==> config.mk <==
export PLATFORM = sky130hd
export DESIGN_NAME = exact_divider_8by4_seq
export DESIGN_NICKNAME = d
export VERILOG_FILES = /design/src/rtl/div_pkg.sv /design/src/rtl/div_restore_step.sv /design/src/rtl/exact_divider_8by4_seq.sv
export SDC_FILE = /design/constraint.sdc
export NUM_CORES = 1
export LEC_CHECK = 0
export ABC_AREA = 1
export CORE_MARGIN = 3
export CORE_UTILIZATION = 49
export CTS_BUF_LIST = sky130_fd_sc_hd__clkbuf_4 sky130_fd_sc_hd__clkbuf_8 sky130_fd_sc_hd__clkbuf_16
export DETAILED_ROUTE_END_ITERATION = 16
export PLACE_DENSITY = 0.8
export RECOVER_POWER = 25
export SLEW_MARGIN = 20
export SYNTH_ARGS = -nofsm -noshare
export SYNTH_HDL_FRONTEND = slang
export SYNTH_SLANG_ARGS = --single-unit
==> constraint.sdc <==
create_clock -name clk -period 1.7 [get_ports clk]
set_clock_uncertainty 0.05 [all_clocks]
set_input_delay 0.51 -clock clk [delete_from_list [all_inputs] [get_ports clk]]
set_output_delay 0.51 -clock clk [all_outputs]
set_load 0.01 [all_outputs]
==> src/rtl/div_pkg.sv <==
// Shared widths, FSM state encodings and helpers for the sequential restoring divider.
// DIV_SELF_CHECK_EN adds the exact recursive multiplier used for result reconstruction.
package div_pkg;

  localparam int unsigned DIV_DIVIDEND_W = 8;
  localparam int unsigned DIV_DIVISOR_W  = 4;
  localparam int unsigned DIV_CNT_W      = $clog2(DIV_DIVIDEND_W + 1);

  localparam logic [DIV_DIVIDEND_W-1:0] DIV_ZERO_QUOTIENT = '1;

  localparam logic [1:0] IDLE = 2'd0;
  localparam logic [1:0] CALC = 2'd1;
  localparam logic [1:0] DONE = 2'd2;

`ifdef DIV_SELF_CHECK_EN
  // Exact 2x2 base cell built from the partial-product AND array.
  function automatic logic [3:0] mul2x2(input logic [1:0] a, input logic [1:0] b);
    logic p1a, p1b, carry;
    p1a   = a[1] & b[0];
    p1b   = a[0] & b[1];
    carry = p1a & p1b;
    return {a[1] & b[1] & carry, (a[1] & b[1]) ^ carry, p1a ^ p1b, a[0] & b[0]};
  endfunction

  function automatic logic [7:0] mul4x4(input logic [3:0] a, input logic [3:0] b);
    logic [3:0] ll, lh, hl, hh;
    ll = mul2x2(a[1:0], b[1:0]);
    lh = mul2x2(a[1:0], b[3:2]);
    hl = mul2x2(a[3:2], b[1:0]);
    hh = mul2x2(a[3:2], b[3:2]);
    return 8'(ll) + (8'(lh) << 2) + (8'(hl) << 2) + (8'(hh) << 4);
  endfunction

  // 8x4 product as two 4x4 halves of the 8-bit operand.
  function automatic logic [11:0] mul8x4(input logic [7:0] a, input logic [3:0] b);
    return (12'(mul4x4(a[7:4], b)) << 4) + 12'(mul4x4(a[3:0], b));
  endfunction
`endif

endpackage

==> src/rtl/div_restore_step.sv <==
// One restoring-division step: shift in a dividend bit, trial-subtract, keep or restore.
module div_restore_step
  import div_pkg::*;
#(
  parameter int unsigned DIVISOR_W = DIV_DIVISOR_W
) (
  input  logic [DIVISOR_W:0]   prem,
  input  logic                 bit_in,
  input  logic [DIVISOR_W-1:0] divisor,
  output logic [DIVISOR_W:0]   prem_next,
  output logic                 qbit
);

  logic [DIVISOR_W:0] shifted;
  logic [DIVISOR_W:0] trial;

  assign shifted = {prem[DIVISOR_W-1:0], bit_in};
  assign trial   = shifted - {1'b0, divisor};

  // prem < divisor keeps shifted below 2*divisor, so the trial MSB is a true sign bit.
  assign qbit      = prem[DIVISOR_W] | ~trial[DIVISOR_W];
  assign prem_next = qbit ? trial : shifted;

endmodule

==> src/rtl/exact_divider_8by4_seq.sv <==
// Sequential restoring divider with valid/ready on both sides, one quotient bit per clock.
// Optional DIV_SELF_CHECK_EN adds check_err: quotient*divisor+remainder compared to the dividend.
module exact_divider_8by4_seq
  import div_pkg::*;
#(
  parameter int unsigned DIVIDEND_W = DIV_DIVIDEND_W,
  parameter int unsigned DIVISOR_W  = DIV_DIVISOR_W
) (
  input  logic                  clk,
  input  logic                  rst_n,
  input  logic                  in_valid,
  output logic                  in_ready,
  input  logic [DIVIDEND_W-1:0] dividend,
  input  logic [DIVISOR_W-1:0]  divisor,
  output logic                  out_valid,
  input  logic                  out_ready,
  output logic [DIVIDEND_W-1:0] quotient,
  output logic [DIVISOR_W-1:0]  remainder,
  output logic                  div_by_zero
`ifdef DIV_SELF_CHECK_EN
  ,
  output logic                  check_err
`endif
);

  localparam int unsigned CNT_W = $clog2(DIVIDEND_W + 1);

  logic [1:0]            state, state_nxt;
  logic [CNT_W-1:0]      count, count_nxt;
  logic [DIVIDEND_W-1:0] dvd_sh, dvd_nxt;
  logic [DIVISOR_W-1:0]  dvs, dvs_nxt;
  logic [DIVISOR_W:0]    prem, prem_nxt;
  logic [DIVIDEND_W-1:0] qsh, qsh_nxt;
  logic [DIVIDEND_W-1:0] quotient_nxt;
  logic [DIVISOR_W-1:0]  remainder_nxt;
  logic                  dbz_nxt, out_valid_nxt, in_ready_nxt;
  logic [DIVISOR_W:0]    step_prem;
  logic                  step_q;

  div_restore_step #(.DIVISOR_W(DIVISOR_W)) u_step (
    .prem      (prem),
    .bit_in    (dvd_sh[DIVIDEND_W-1]),
    .divisor   (dvs),
    .prem_next (step_prem),
    .qbit      (step_q)
  );

`ifdef DIV_SELF_CHECK_EN
  localparam int unsigned RECON_W = DIVIDEND_W + DIVISOR_W + 1;

  logic [DIVIDEND_W-1:0] dvd_hold, dvd_hold_nxt;
  logic                  check_err_nxt;
  logic [RECON_W-1:0]    recon_c;

  // Reconstruct from the values that will land in the result registers this edge.
  assign recon_c = RECON_W'(mul8x4(qsh_nxt, dvs)) + RECON_W'(step_prem[DIVISOR_W-1:0]);
`endif

  // Next-state, datapath and registered-output decode.
  always_comb begin
    state_nxt     = state;
    count_nxt     = count;
    dvd_nxt       = dvd_sh;
    dvs_nxt       = dvs;
    prem_nxt      = prem;
    qsh_nxt       = qsh;
    quotient_nxt  = quotient;
    remainder_nxt = remainder;
    dbz_nxt       = div_by_zero;
    out_valid_nxt = out_valid;
    in_ready_nxt  = in_ready;
`ifdef DIV_SELF_CHECK_EN
    dvd_hold_nxt  = dvd_hold;
    check_err_nxt = check_err;
`endif

    case (state)
      IDLE: begin
        in_ready_nxt = 1'b1;
        if (in_valid && in_ready) begin
          in_ready_nxt = 1'b0;
          dvd_nxt      = dividend;
          dvs_nxt      = divisor;
          prem_nxt     = '0;
          qsh_nxt      = '0;
          count_nxt    = '0;
`ifdef DIV_SELF_CHECK_EN
          dvd_hold_nxt  = dividend;
          check_err_nxt = 1'b0;
`endif
          if (divisor == '0) begin
            state_nxt     = DONE;
            quotient_nxt  = DIVIDEND_W'(DIV_ZERO_QUOTIENT);
            remainder_nxt = '0;
            dbz_nxt       = 1'b1;
          end else begin
            state_nxt = CALC;
          end
        end
      end

      CALC: begin
        in_ready_nxt = 1'b0;
        prem_nxt     = step_prem;
        dvd_nxt      = {dvd_sh[DIVIDEND_W-2:0], 1'b0};
        qsh_nxt      = {qsh[DIVIDEND_W-2:0], step_q};
        count_nxt    = count + CNT_W'(1);
        if (count == CNT_W'(DIVIDEND_W - 1)) begin
          state_nxt     = DONE;
          out_valid_nxt = 1'b1;
          quotient_nxt  = qsh_nxt;
          remainder_nxt = step_prem[DIVISOR_W-1:0];
          dbz_nxt       = 1'b0;
`ifdef DIV_SELF_CHECK_EN
          check_err_nxt = (recon_c != RECON_W'(dvd_hold));
`endif
        end
      end

      DONE: begin
        in_ready_nxt = 1'b0;
        // Divide-by-zero enters DONE without out_valid; raise it one cycle later.
        if (!out_valid) begin
          out_valid_nxt = 1'b1;
        end else if (out_ready) begin
          out_valid_nxt = 1'b0;
          state_nxt     = IDLE;
        end
      end

      default: begin
        state_nxt     = IDLE;
        in_ready_nxt  = 1'b0;
        out_valid_nxt = 1'b0;
      end
    endcase
  end

  always_ff @(posedge clk or negedge rst_n) begin
    if (!rst_n) begin
      state       <= IDLE;
      count       <= '0;
      dvd_sh      <= '0;
      dvs         <= '0;
      prem        <= '0;
      qsh         <= '0;
      quotient    <= '0;
      remainder   <= '0;
      div_by_zero <= 1'b0;
      out_valid   <= 1'b0;
      in_ready    <= 1'b0;
    end else begin
      state       <= state_nxt;
      count       <= count_nxt;
      dvd_sh      <= dvd_nxt;
      dvs         <= dvs_nxt;
      prem        <= prem_nxt;
      qsh         <= qsh_nxt;
      quotient    <= quotient_nxt;
      remainder   <= remainder_nxt;
      div_by_zero <= dbz_nxt;
      out_valid   <= out_valid_nxt;
      in_ready    <= in_ready_nxt;
    end
  end

`ifdef DIV_SELF_CHECK_EN
  always_ff @(posedge clk or negedge rst_n) begin
    if (!rst_n) begin
      dvd_hold  <= '0;
      check_err <= 1'b0;
    end else begin
      dvd_hold  <= dvd_hold_nxt;
      check_err <= check_err_nxt;
    end
  end
`endif

endmodule
# Word-level counts from Yosys, hierarchy flattened
# Index checks and enable logic that the tools add are counted.
[totals]
register_bits = 45
input_bits = 16
out_inout_bits = 15
word_cells = 66
[classes]
n_addsub = 2
eq_ne = 8
muxes = 33
bitwise = 3
reduce_logical = 9
[ops]
columns = ["operator", "n"]
rows = [
  ["$mux W8", 4],
  ["$pmux W8 S2", 2],
  ["$mux W4", 4],
  ["$pmux W4 S2", 2],
  ["$pmux W7 S2", 1],
  ["$mux W2", 5],
  ["$mux W5", 2],
  ["$ne A2 B2 Y1 const B", 5],
  ["$pmux W5 S2", 1],
  ["$mux W1", 8],
  ["$reduce_and A4 Y1", 2],
  ["$mux W7", 1],
  ["$pmux W2 S3", 1],
  ["$reduce_and A2 Y1", 3],
  ["$sub A5 B4 Y5", 1],
  ["$add A4 B1 Y4 const B", 1],
  ["$eq A4 B3 Y1 const B", 1],
  ["$logic_not A4 Y1", 1],
  ["$pmux W1 S3", 1],
  ["$eq A2 B1 Y1 const B", 1],
  ["$eq A2 B2 Y1 const B", 1],
  ["$logic_not A2 Y1", 1],
  ["$not A1 Y1", 2],
  ["$pmux W1 S2", 1],
  ["3 further kinds", 3],
]

# Depth between registers and ports, before layout
# Gate-level depths: netlist of the first run.
[depth]
word_depth = 6
mapped_depth = 12
depth_no_buf = 12

# Modules after synthesis
# Synthesis of the first run repeated with hierarchy kept, for this count alone.
[hier_totals]
cells_unflattened = 284
hier_area_um2 = 2404.8
[modules_own_cells]
columns = ["mod", "instances", "cells_each", "area_each_um2", "seq_area_each_um2"]
rows = [
  ["exact_divider_8by4_seq", 1, 237, 2132.0, 1126.1],
  ["div_restore_step", 1, 47, 272.8, 0.0],
]

# Least setup slack after synthesis of the first run
# Ideal clock, no wire load.
[synth_timing]
path_kind = "reg2reg"
startpoint = "reg dvs[0]"
endpoint = "reg prem[0]"
setup_time_ps = 118
t_arrival_ps = 1566
required_time_ps = 1532
setup_slack_ps = -34
path_stages_with_launch = 11
n_path_buf = 0
period_less_slack_ps = 1734
path_cell_list = "dfrtp_1 -> ha_1 -> fa_1 -> inv_1 -> nand3_1 -> nand3_1 -> nand3_1 -> nand2_1 -> nand2_1 -> nand3_1 -> nand2_1"
[synth_via]
elab_chain_cells = 5
[synth_rtl]
columns = ["item", "line", "source"]
rows = [
  ["start: declaration", "exact_divider_8by4_seq.sv:31", "logic [DIVISOR_W-1:0] dvs, dvs_nxt;"],
  ["start signal: assignment", "exact_divider_8by4_seq.sv:156", "dvs <= dvs_nxt;"],
  ["$sub A5 B4 Y5 *", "div_restore_step.sv:18", "assign trial = shifted - {1'b0, divisor};"],
  ["$not A1 Y1", "div_restore_step.sv:21", "assign qbit = prem[DIVISOR_W] | ~trial[DIVISOR_W];"],
  ["$or A1 B1 Y1", "div_restore_step.sv:21", ""],
  ["$mux W5 *", "div_restore_step.sv:22", "assign prem_next = qbit ? trial : shifted;"],
  ["$pmux W5 S2 *", "exact_divider_8by4_seq.sv:77", "case (state)"],
  ["end signal: assignment", "exact_divider_8by4_seq.sv:157", "prem <= prem_nxt;"],
  ["end: declaration", "exact_divider_8by4_seq.sv:32", "logic [DIVISOR_W:0] prem, prem_nxt;"],
]
# Every way passes the cells marked *; elsewhere a longest branch is shown, timed or not.
# A chain may end at the register's enable or synchronous reset.

# Worst setup path after layout of the first run
[layout_timing]
startpoint = "reg dvd_sh[7]"
endpoint = "reg prem[3]"
[layout_via]
elab_chain_cells = 5
[layout_rtl]
columns = ["item", "line", "source"]
rows = [
  ["start: declaration", "exact_divider_8by4_seq.sv:30", "logic [DIVIDEND_W-1:0] dvd_sh, dvd_nxt;"],
  ["start signal: assignment", "exact_divider_8by4_seq.sv:155", "dvd_sh <= dvd_nxt;"],
  ["$sub A5 B4 Y5 *", "div_restore_step.sv:18", ""],
  ["$not A1 Y1", "div_restore_step.sv:21", ""],
  ["$or A1 B1 Y1", "div_restore_step.sv:21", ""],
  ["$mux W5 *", "div_restore_step.sv:22", ""],
  ["$pmux W5 S2 *", "exact_divider_8by4_seq.sv:77", ""],
]
# Marked as above.

==> results of run 1 <==
==> worst register-to-register path: stages, from the launching register on <==
cell and delay [ns]:
dfrtp_1 0.38, inv_2 0.07, ha_4 0.16, fa_2 0.35, inv_2 0.09, nand2_2 0.06, nand2_2 0.08, nand3_2 0.09
nand2_4 0.13, nand3_2 0.08, nand2_2 0.11, nand3_2 0.07, nand2_1 0.08
==> metal layers <==
metal	global-route usage	up-vias	part of all wire	wire (µm)
met4	0.0799	0	0.026	136
li1	-	920	-	-
met1	0.251	948	0.41	2100
met3	0.0551	11	0.042	218
met2	0.346	43	0.52	2700
met5	0	-	0	0
==> area by class of cell <==
cell class / count / area share
multi-input combinational: 156 / 0.345
sequential: 45 / 0.380
timing repair buffer: 57 / 0.169
inverter: 41 / 0.0519
clock buffer: 7 / 0.0325
clock inverter: 1 / 0.00169
tap: 50 / 0.0211
==> power groups by stage <==
stage | logic [mW] | registers [mW] | clock network [mW]
2_1_floorplan | 1.80 | 1.81 | 0
4_1_cts | 3.14 | 1.79 | 0.726
3_3_place_gp | 2.78 | 1.77 | 0
6_report | 3.57 | 1.79 | 0.716
3_5_place_dp | 2.89 | 1.80 | 0
5_1_grt | 3.91 | 1.84 | 0.778
==> timing repair <==
item / CTS / global route
hold endpoints to repair: 0 / 0
buffers inserted: 3 / 4
endpoints found under the setup margin: 28 / 22
pin swaps: 10 / 12
gates cloned: 0 / 0
gates resized for setup: 35 / 20
==> Yosys cell counts (2+ instances only) <==
cell type / n
o22ai_1: 6
o211ai_1: 2
ha_1: 8
a22oi_1: 6
dfrtp_1: 45
a21oi_1: 8
o21ai_0: 12
nand3_1: 21
a31oi_1: 2
o21ai_1: 2
buf_2: 3
nor2_1: 7
nand2_1: 65
a22oi_2: 4
inv_1: 38
inv_2: 3
==> logic make-up after synthesis <==
family,synth area share
compound gates,0.136
xor+xnor,0.00402
fa+ha+maj,0.0551
buf+inv,0.0843
flops,0.516
simple gates,0.204
==> through the flow <==
stage               TNS (ns)  instance area [µm²]  total power [mW]  worst slack (ns)  cells
finish                 -1.11                 2970              6.07            -0.142    357
global route           -2.08                 2970              6.53            -0.224    357
CTS                   -0.331                 2880              5.65           -0.0555    353
detailed placement     -7.47                 2690              4.69            -0.257    342
global placement       -5.17                 2690              4.55            -0.179    342
floorplan                  0                 2190              3.61           0.00587    247
==> state kept, by name, summed over array words and instances (netlist names) <==
name	flops
quotient	8
out_valid	1
in_ready	1
qsh	7
state	2
prem	5
div_by_zero	1
count	4
dvd_sh	8
dvs	4
remainder	4
==> cell usage in the layout, fill, tap and decap left out, types with 3 or more instances in the layout <==
cell type / instances
clkbuf_8: 7
nand3_2: 14
clkdlybuf4s50_1: 14
ha_1: 5
inv_1: 35
inv_2: 6
buf_6: 3
o21ai_0: 11
dfrtp_1: 45
nor2_1: 7
a22oi_2: 4
nand2_1: 55
dlygate4sd2_1: 15
buf_4: 22
o22ai_1: 6
a21oi_1: 8
nand3_1: 7
a22oi_1: 6
nand2_2: 9
==> worst max path at each step <==
stage               cells after the start       from  slack, ns            to
floorplan                              10     dvs[0]      0.006       prem[0]
global placement                        6   in_valid      -0.18        qsh[4]
detailed placement                      6   in_valid      -0.26        qsh[4]
CTS                                    12  dvd_sh[7]      -0.06  remainder[1]
global route                           11  dvd_sh[7]      -0.22       prem[3]
finish                                 12  dvd_sh[7]      -0.14       prem[3]
==> impl_metrics.env, run 1 <==
export IMPL_status="finished with violations"
export IMPL_violations="setup timing"
export IMPL_layout_setup_ws_ns=-0.142
export IMPL_vias_per_cell=5.38
export IMPL_vdd_drop_max_mv=1.07
export IMPL_n_antenna_cell=0
export IMPL_dr_pass1_iters=4
export IMPL_yosysTopAreaCellShare=0.516
export IMPL_end_kind="flop"
export IMPL_fmax_mhz=543
export IMPL_yosysTopAreaCell="dfrtp_1"
export IMPL_slowest_stage="dfrtp_1"
export IMPL_cts_made_buffers=5
export IMPL_cts_tree="done"
export IMPL_io_pins=31
export IMPL_path_max_fanout=5
export IMPL_max_slew_margin_rel=0.286
export IMPL_rsz0062_at_grt="yes"
export IMPL_design_core_area_um2=4140
export IMPL_worstMarginPinSlew_ns=1.07
export IMPL_multi_input_area_um2=1020
export IMPL_synthesis_area_um2=2180
export IMPL_synth_seq_cells=45
export IMPL_critPathBufInv=2
export IMPL_area_growth_syn_to_layout_pct=36.0
export IMPL_synth_edff_count=0
export IMPL_die_y_um=72.7
export IMPL_grt_overflow_total=0
export IMPL_postSynthNetCount=272
export IMPL_clockPowerShare=0.118
export IMPL_fin_util=0.716
export IMPL_path_clk_slew_ns=0.08
export IMPL_synth_distinct_cells=31
export IMPL_yosys_warnings=0
export IMPL_p_per_area_nw_per_um2=2050
export IMPL_ys_seq_area_frac=0.516
export IMPL_critical_path_top_delay_family="simple AND/OR/NAND/NOR gates"
export IMPL_r2r_start="dvd_sh[7]"
export IMPL_avgSynthCellArea_um2=8.83
export IMPL_initial_core_util=0.526
export IMPL_drtAntennaViolNets=0
export IMPL_reg2reg_depth=12
export IMPL_slowest_delay_ns=0.38
export IMPL_power_leakage_nw=1.47
export IMPL_grt_usage=0.205
export IMPL_power_switching_mw=2.72
export IMPL_seq_area_um2=1130
export IMPL_routed_wl_mm=5.15
export IMPL_fin_crit_sh=1.08
export IMPL_r2r_setup_slack_ns=-0.14
export IMPL_hold_slack_ns=0.420
export IMPL_antenna_found_initial=0
export IMPL_port_buffers=30
export IMPL_pwr_share_seq=0.295
export IMPL_num_rows=23
export IMPL_finalSetupViolCount=11
export IMPL_fin_crit_ns=1.84
export IMPL_gp_congestion=0.804
export IMPL_hold_path_class="in -> async"
export IMPL_drt_iter0_drc=142
export IMPL_worstSetupStartpointType="flop"
export IMPL_max_cap_viol_count=0
export IMPL_synth_async_reset_ratio=1.00
export IMPL_arrival_ns=2.03
export IMPL_ctsHoldBuffers=0
export IMPL_fillCellCount=296
export IMPL_cts_sinks=45
export IMPL_hpwl_mm=3.48
export IMPL_slew_viol_final=0
export IMPL_grt_max_degree=46
export IMPL_synthCells=247
export IMPL_fp_dieW_um=72.7
export IMPL_cts_root_buf="clkbuf_8"
export IMPL_switching_share=0.448
export IMPL_wl_per_cell_um=14.4
export IMPL_worstSetupPathType="reg -> reg"
export IMPL_num_vias=1922
export IMPL_cts_path_max_buffers=2
export IMPL_p_comb_frac=0.587
export IMPL_hold_viol=0
export IMPL_grt_pass1_vias=1818
export IMPL_crit_required_ns=1.89
export IMPL_die_area_um2=5290
export IMPL_synth_area_leaders="dfrtp_1 (52%), nand2_1 (11%), inv_1 (6.5%), nand3_1 (4.8%), ha_1 (4.6%)"
export IMPL_synthFlopType="dfrtp_1"
export IMPL_crit_chain="inv_2 > ha_4 > fa_2 > inv_2 > nand2_2 > nand2_2 > nand3_2 > nand2_4 > nand3_2 > nand2_2 > nand3_2 > nand2_1"
export IMPL_fin_nets=331
export IMPL_r2r_end="prem[3]"
export IMPL_insertion_delay_ns=0.30
export IMPL_drc_errors=0
export IMPL_grt_pass1_wl_mm=8.24
export IMPL_htreeDepth=2
export IMPL_internal_power_mw=3.35
export IMPL_drive_gt1_frac=0.264
Power figures use the tool's default switching activity.
==> inputs of run 2 (changes only) <==
--- a/config.mk
+++ b/config.mk
@@ -5,12 +5,11 @@
 export SDC_FILE = /design/constraint.sdc
 export NUM_CORES = 1
 export LEC_CHECK = 0
-export ABC_AREA = 1
 export CORE_MARGIN = 3
-export CORE_UTILIZATION = 49
+export CORE_UTILIZATION = 48
 export CTS_BUF_LIST = sky130_fd_sc_hd__clkbuf_4 sky130_fd_sc_hd__clkbuf_8 sky130_fd_sc_hd__clkbuf_16
 export DETAILED_ROUTE_END_ITERATION = 16
-export PLACE_DENSITY = 0.8
+export PLACE_DENSITY = 0.79
 export RECOVER_POWER = 25
 export SLEW_MARGIN = 20
 export SYNTH_ARGS = -nofsm -noshare
==> run 2 against run 1 <==
The run still ends with setup timing left. Hold slack got worse by 0.18 ns. Wire length decreased by 9.6%. Die area fell by 3.0%. Via count fell by 13%. Design area shrank 1.2%. Register-to-register slack got worse by 0.32 ns. Largest cell class unchanged.
==> impl_metrics.env, run 2 <==
export IMPL_status="finished with violations"
export IMPL_violations="setup timing"
export IMPL_final_cell_mix="dfrtp_1 (45), buf_4 (37), inv_1 (16), dlygate4sd2_1 (16), nand2_1 (14)"
export IMPL_worstSetupStartpointType="flop"
export IMPL_path_clk_slew_ns=0.08
export IMPL_worstSetupPathType="reg -> reg"
export IMPL_fin_crit_sh=1.27
export IMPL_slew_viol_final=0
export IMPL_hold_slack_ns=0.244
export IMPL_fp_dieW_um=71.6
export IMPL_r2r_setup_slack_ns=-0.46
export IMPL_cts_path_max_buffers=2
export IMPL_synth_edff_count=0
export IMPL_synthFlopType="dfrtp_1"
export IMPL_hpwl_mm=3.08
export IMPL_crit_chain="ha_4 > fa_2 > nand2b_4 > o2bb2ai_2 > mux2_4 > mux2_2 > o22ai_1"
export IMPL_reg_largest_list="dvd_sh x8, quotient x8, qsh x7"
export IMPL_num_rows=23
export IMPL_n_antenna_cell=0
export IMPL_vias_per_cell=5.45
export IMPL_startpoint="dvs[0]"
export IMPL_rsz0062_at_grt="yes"
export IMPL_antenna_found_initial=0
export IMPL_end_kind="flop"
export IMPL_die_area_um2=5130
export IMPL_yosysTopAreaCellShare=0.545
export IMPL_num_vias=1667
export IMPL_max_slew_margin_rel=0.426
export IMPL_yosysTopAreaCell="dfrtp_1"
export IMPL_synth_commonest_cells="dfrtp_1 (45), inv_1 (20), nand2_1 (16), o21ai_0 (14)"
export IMPL_fmax_mhz=463
export IMPL_vdd_drop_max_mv=0.913
export IMPL_yosys_warnings=0
export IMPL_fin_cells=306
export IMPL_dp_cells=288
export IMPL_avgSynthCellArea_um2=11.4
export IMPL_gp_congestion=0.869
export IMPL_dp_slack_ns=-0.809
export IMPL_synth_area_leaders="dfrtp_1 (55%), ha_1 (4.8%), mux2_2 (3.8%), inv_1 (3.6%), a22o_1 (3.4%)"
export IMPL_r2r_start="dvs[0]"
export IMPL_io_pins=31
export IMPL_design_core_area_um2=4090
export IMPL_cts_made_buffers=5
export IMPL_postSynthNetCount=206
export IMPL_slowest_stage="dfrtp_1"
export IMPL_grt_overflow_total=0
export IMPL_reg2reg_depth=7
export IMPL_routed_wl_mm=4.66
export IMPL_grt_usage=0.205
export IMPL_fin_nets=280
export IMPL_r2r_end="remainder[1]"
export IMPL_finalSetupViolCount=18
export IMPL_drc_errors=0
export IMPL_insertion_delay_ns=0.29
export IMPL_htreeDepth=2
export IMPL_fillCellCount=305
export IMPL_synth_seq_cells=45
export IMPL_crit_required_ns=1.87
export IMPL_dr_pass1_iters=4
export IMPL_die_y_um=71.6
export IMPL_synthesis_area_um2=2070
export IMPL_worstMarginPinSlew_ns=0.861
export IMPL_hold_path_class="in -> async"
export IMPL_ys_seq_area_frac=0.545
export IMPL_max_cap_viol_count=0
export IMPL_fin_crit_ns=2.16
export IMPL_synth_async_reset_ratio=1.00
export IMPL_port_buffers=30
export IMPL_grt_pass1_wl_mm=8.15
export IMPL_layout_setup_ws_ns=-0.460
export IMPL_p_per_area_nw_per_um2=2050
export IMPL_yosysMostFrequentCell="dfrtp_1"
export IMPL_p_total_mw=6.00
export IMPL_drtAntennaViolNets=0
export IMPL_final_common_cell="dfrtp_1"
export IMPL_drive_gt1_frac=0.348
export IMPL_finalSetupTns_ns=-4.68
export IMPL_power_leakage_nw=1.40
export IMPL_synthCells=181
export IMPL_grt_max_degree=30
export IMPL_arrival_ns=2.33
export IMPL_hold_viol=0
export IMPL_path_max_fanout=5
export IMPL_wl_per_cell_um=15.2
export IMPL_synth_distinct_cells=39
export IMPL_cts_sinks=45
export IMPL_cts_tree="done"
export IMPL_grt_pass1_vias=1703
export IMPL_slowest_delay_ns=0.41
export IMPL_area_growth_syn_to_layout_pct=41.9
export IMPL_drt_iter0_drc=71
export IMPL_cts_root_buf="clkbuf_8"
export IMPL_initial_core_util=0.506
[run 2: per-layer routing]
metal,vias up,track usage,share of wire
li1,789,-,-
met1,825,0.278,0.45
met2,46,0.321,0.48
met3,7,0.0561,0.049
met4,0,0.0626,0.012
met5,-,0,0
[run 2: logic make-up (layout without fill, tap and decap cells)]
group | count (synthesis) | after routing | synth area share
AO/OA/AOI/OAI | 51 | 51 | 0.176
flip-flops | 45 | 45 | 0.545
AND/OR/NAND/NOR | 33 | 34 | 0.0812
buffers and inverters | 27 | 101 | 0.0594
multiplexers | 14 | 14 | 0.0721
adder cells (fa/ha/maj) | 9 | 9 | 0.0581
XOR/XNOR | 2 | 2 | 0.00848
[run 2: worst max-delay path by stage]
stage,to,slack (ns),cells after the start
6_report,remainder[1],-0.46,7
2_1_floorplan,remainder[1],-0.34,7
3_3_place_gp,quotient[5],-0.78,5
5_1_grt,remainder[0],-0.53,8
3_5_place_dp,quotient[6],-0.81,5
4_1_cts,remainder[0],-0.47,7
[run 2: cell type report]
class | count | area [µm²] | area share
multi-input combinational | 110 | 951 | 0.324
clock inverter | 1 | 5.00 | 0.00171
inverter | 20 | 75.1 | 0.0256
sequential | 45 | 1130 | 0.384
timing repair buffer | 73 | 616 | 0.210
tap | 50 | 62.6 | 0.0213
clock buffer | 7 | 96.3 | 0.0329
[run 2: power by group]
group,internal [mW],total [mW],switching (mW)
clock,0.368,0.721,0.353
combinational,1.85,3.43,1.58
sequential,1.54,1.85,0.310
total,3.76,6.00,2.24
[run 2: per-stage QoR]
stage / area (µm²) / util
floorplan: 2110 / -
global placement: 2700 / 0.660
detailed placement: 2700 / 0.660
CTS: 2870 / 0.703
global route: 2930 / 0.717
finish: 2930 / 0.717
[run 2: worst max-delay path, delay by kind of cell, from the launching register on]
kind                       cells  cell delay (ns)
AOI/OAI and AO/OA              2             0.29
and+or+nand+nor                1             0.15
adders and majority gates      2             0.54
muxes                          2             0.64
DFF                            1             0.41
[run 2: what timing repair did]
action / in CTS / in global routing
hold buffers: 0 / 0
cloned: 1 / 0
buffers inserted: 6 / 3
setup endpoints to repair: 41 / 38
pin swaps: 8 / 10
resized for setup: 44 / 16
==> inputs of run 3 (changes only) <==
--- a/config.mk
+++ b/config.mk
@@ -5,13 +5,16 @@
 export SDC_FILE = /design/constraint.sdc
 export NUM_CORES = 1
 export LEC_CHECK = 0
+export ABC_CLOCK_PERIOD_IN_PS = 1700
 export CORE_MARGIN = 3
 export CORE_UTILIZATION = 48
 export CTS_BUF_LIST = sky130_fd_sc_hd__clkbuf_4 sky130_fd_sc_hd__clkbuf_8 sky130_fd_sc_hd__clkbuf_16
 export DETAILED_ROUTE_END_ITERATION = 16
 export PLACE_DENSITY = 0.79
 export RECOVER_POWER = 25
+export SETUP_SLACK_MARGIN = 0.5
 export SLEW_MARGIN = 20
 export SYNTH_ARGS = -nofsm -noshare
 export SYNTH_HDL_FRONTEND = slang
 export SYNTH_SLANG_ARGS = --single-unit
+export TNS_END_PERCENT = 100
==> run 3 against run 2 <==
The flow still finishes with violations (setup timing). Global-route usage grew 4.5 points. First-iteration DRC count grew 130%. Wire length grew 45%. Via count grew 13%. Power grew 28%. Non-clock buffer count grew 25. Sequential share of layout area shrank 5.0 points. Critical endpoint is now remainder[2]. Largest cell class is now multi-input combinational cells.
==> impl_metrics.env, run 3 (synthesis results as in run 2) <==
export IMPL_status="finished with violations"
export IMPL_violations="setup timing"
export IMPL_fin_crit_ns=2.21
export IMPL_cts_root_buf="clkbuf_8"
export IMPL_clockPowerShare=0.089
export IMPL_grt_usage=0.249
export IMPL_pwr_share_seq=0.252
export IMPL_slowest_stage="dfrtp_1"
export IMPL_p_comb_frac=0.659
export IMPL_slew_viol_final=0
export IMPL_final_common_cell="buf_4"
export IMPL_slowest_delay_ns=0.38
export IMPL_die_area_um2=5130
export IMPL_area_growth_syn_to_layout_pct=63.2
export IMPL_worstSetupPathType="reg -> reg"
export IMPL_num_rows=23
export IMPL_cts_made_buffers=5
export IMPL_end_kind="flop"
export IMPL_path_max_fanout=4
export IMPL_wl_per_cell_um=20.4
export IMPL_r2r_setup_slack_ns=-0.51
export IMPL_vias_per_cell=5.71
export IMPL_crit_chain="inv_2 > ha_4 > fa_2 > nand2b_4 > o2bb2ai_2 > mux2_4 > buf_12 > mux2i_4 > o22ai_1"
export IMPL_path_clk_slew_ns=0.09
export IMPL_reg2reg_depth=9
export IMPL_fin_nets=305
export IMPL_drt_iter0_drc=161
export IMPL_r2r_end="remainder[2]"
export IMPL_grt_pass1_vias=1967
export IMPL_routed_wl_mm=6.77
export IMPL_hold_end="dvs[3]"
export IMPL_drtAntennaViolNets=0
export IMPL_rsz0062_at_grt="yes"
export IMPL_cts_tree="done"
export IMPL_worstSetupStartpointType="flop"
export IMPL_dr_pass1_iters=4
export IMPL_gp_congestion=0.776
export IMPL_drc_errors=0
export IMPL_n_antenna_cell=0
export IMPL_initial_core_util=0.506
export IMPL_power_switching_mw=3.09
export IMPL_r2r_start="dvd_sh[7]"
export IMPL_grt_overflow_total=0
export IMPL_finalSetupViolCount=26
export IMPL_num_vias=1889
export IMPL_max_cap_viol_count=0
export IMPL_vdd_drop_max_mv=1.25
export IMPL_drive_gt1_frac=0.555
export IMPL_fp_dieW_um=71.6
export IMPL_power_leakage_nw=1.60
export IMPL_final_cell_mix="buf_4 (45), dfrtp_1 (44), buf_6 (17)"
export IMPL_arrival_ns=2.39
export IMPL_port_buffers=30
export IMPL_finalSetupTns_ns=-5.58
export IMPL_hpwl_mm=3.31
export IMPL_ctsHoldBuffers=0
export IMPL_hold_start="divisor[3]"
export IMPL_critPathBufInv=2
export IMPL_grt_pass1_wl_mm=9.65
export IMPL_cts_sinks=45
export IMPL_dp_slack_ns=-0.763
export IMPL_p_per_area_nw_per_um2=2290
export IMPL_grt_max_degree=46
export IMPL_fmax_mhz=453
export IMPL_die_y_um=71.6
export IMPL_hold_viol=0
export IMPL_layout_setup_ws_ns=-0.510
export IMPL_fin_crit_sh=1.30
export IMPL_switching_share=0.401
export IMPL_htreeDepth=2
export IMPL_hold_slack_ns=0.397
export IMPL_io_pins=31
export IMPL_whs_path_depth=2
export IMPL_worstMarginPinSlew_ns=1.09
export IMPL_max_slew_margin_rel=0.272
export IMPL_antenna_found_initial=0
export IMPL_cts_path_max_buffers=2
export IMPL_crit_required_ns=1.88
export IMPL_hold_path_class="in -> reg"
export IMPL_critical_path_top_delay_family="multiplexers"
export IMPL_internal_power_mw=4.62
export IMPL_insertion_delay_ns=0.31
export IMPL_reg_largest_list="dvd_sh x8, quotient x8, qsh x7"
export IMPL_design_core_area_um2=4090
-- run 3: what timing repair did --
item / 4_1_cts / 5_1_grt
setup endpoints to repair: 59 / 59
resized for setup: 120 / 43
buffers inserted: 18 / 14
pin swaps: 21 / 21
endpoints found under the hold margin: 0 / 0
gates cloned: 4 / 0
-- run 3: stage by stage --
stage / utilization / instance area, µm² / total power, mW / cells
global placement: 0.672 / 2750 / 4.94 / 287
global route: 0.825 / 3370 / 8.16 / 331
finish: 0.825 / 3370 / 7.71 / 331
floorplan: - / 2190 / 3.79 / 181
detailed placement: 0.672 / 2750 / 5.06 / 287
CTS: 0.755 / 3090 / 6.49 / 317
-- run 3: how the worst max path moves through the flow --
stage | from | to | cells past startpoint
4_1_cts | dvd_sh[7] | remainder[1] | 8
3_5_place_dp | divisor[1] | quotient[5] | 5
5_1_grt | dvd_sh[7] | remainder[0] | 8
2_1_floorplan | dvs[0] | remainder[1] | 7
3_3_place_gp | divisor[1] | quotient[6] | 5
6_report | dvd_sh[7] | remainder[2] | 9
-- run 3: power groups by stage --
| stage | Sequential, mW | Clock [mW] | Combinational [mW] |
|---|---|---|---|
| final | 1.94 | 0.687 | 5.08 |
| after global routing | 1.99 | 0.745 | 5.42 |
| after CTS | 1.86 | 0.681 | 3.95 |
| after detailed placement | 1.88 | 0 | 3.18 |
| after global placement | 1.86 | 0 | 3.08 |
| after floorplan | 1.89 | 0 | 1.90 |
-- run 3: per-layer routing --
layer,share of wire,wire [µm],vias to the layer above,track usage
li1,-,-,849,-
met1,0.39,2610,937,0.298
met2,0.53,3570,85,0.429
met3,0.059,399,18,0.0547
met4,0.028,187,0,0.115
met5,0,0,-,0
-- run 3: layout make-up --
type / instances / area, µm²
multi-input combinational: 110 / 1130
sequential: 45 / 1130
timing repair buffer: 98 / 876
fill: 224 / 716
inverter: 20 / 80.1
clock buffer: 5 / 68.8
tap: 50 / 62.6
clock inverter: 3 / 21.3
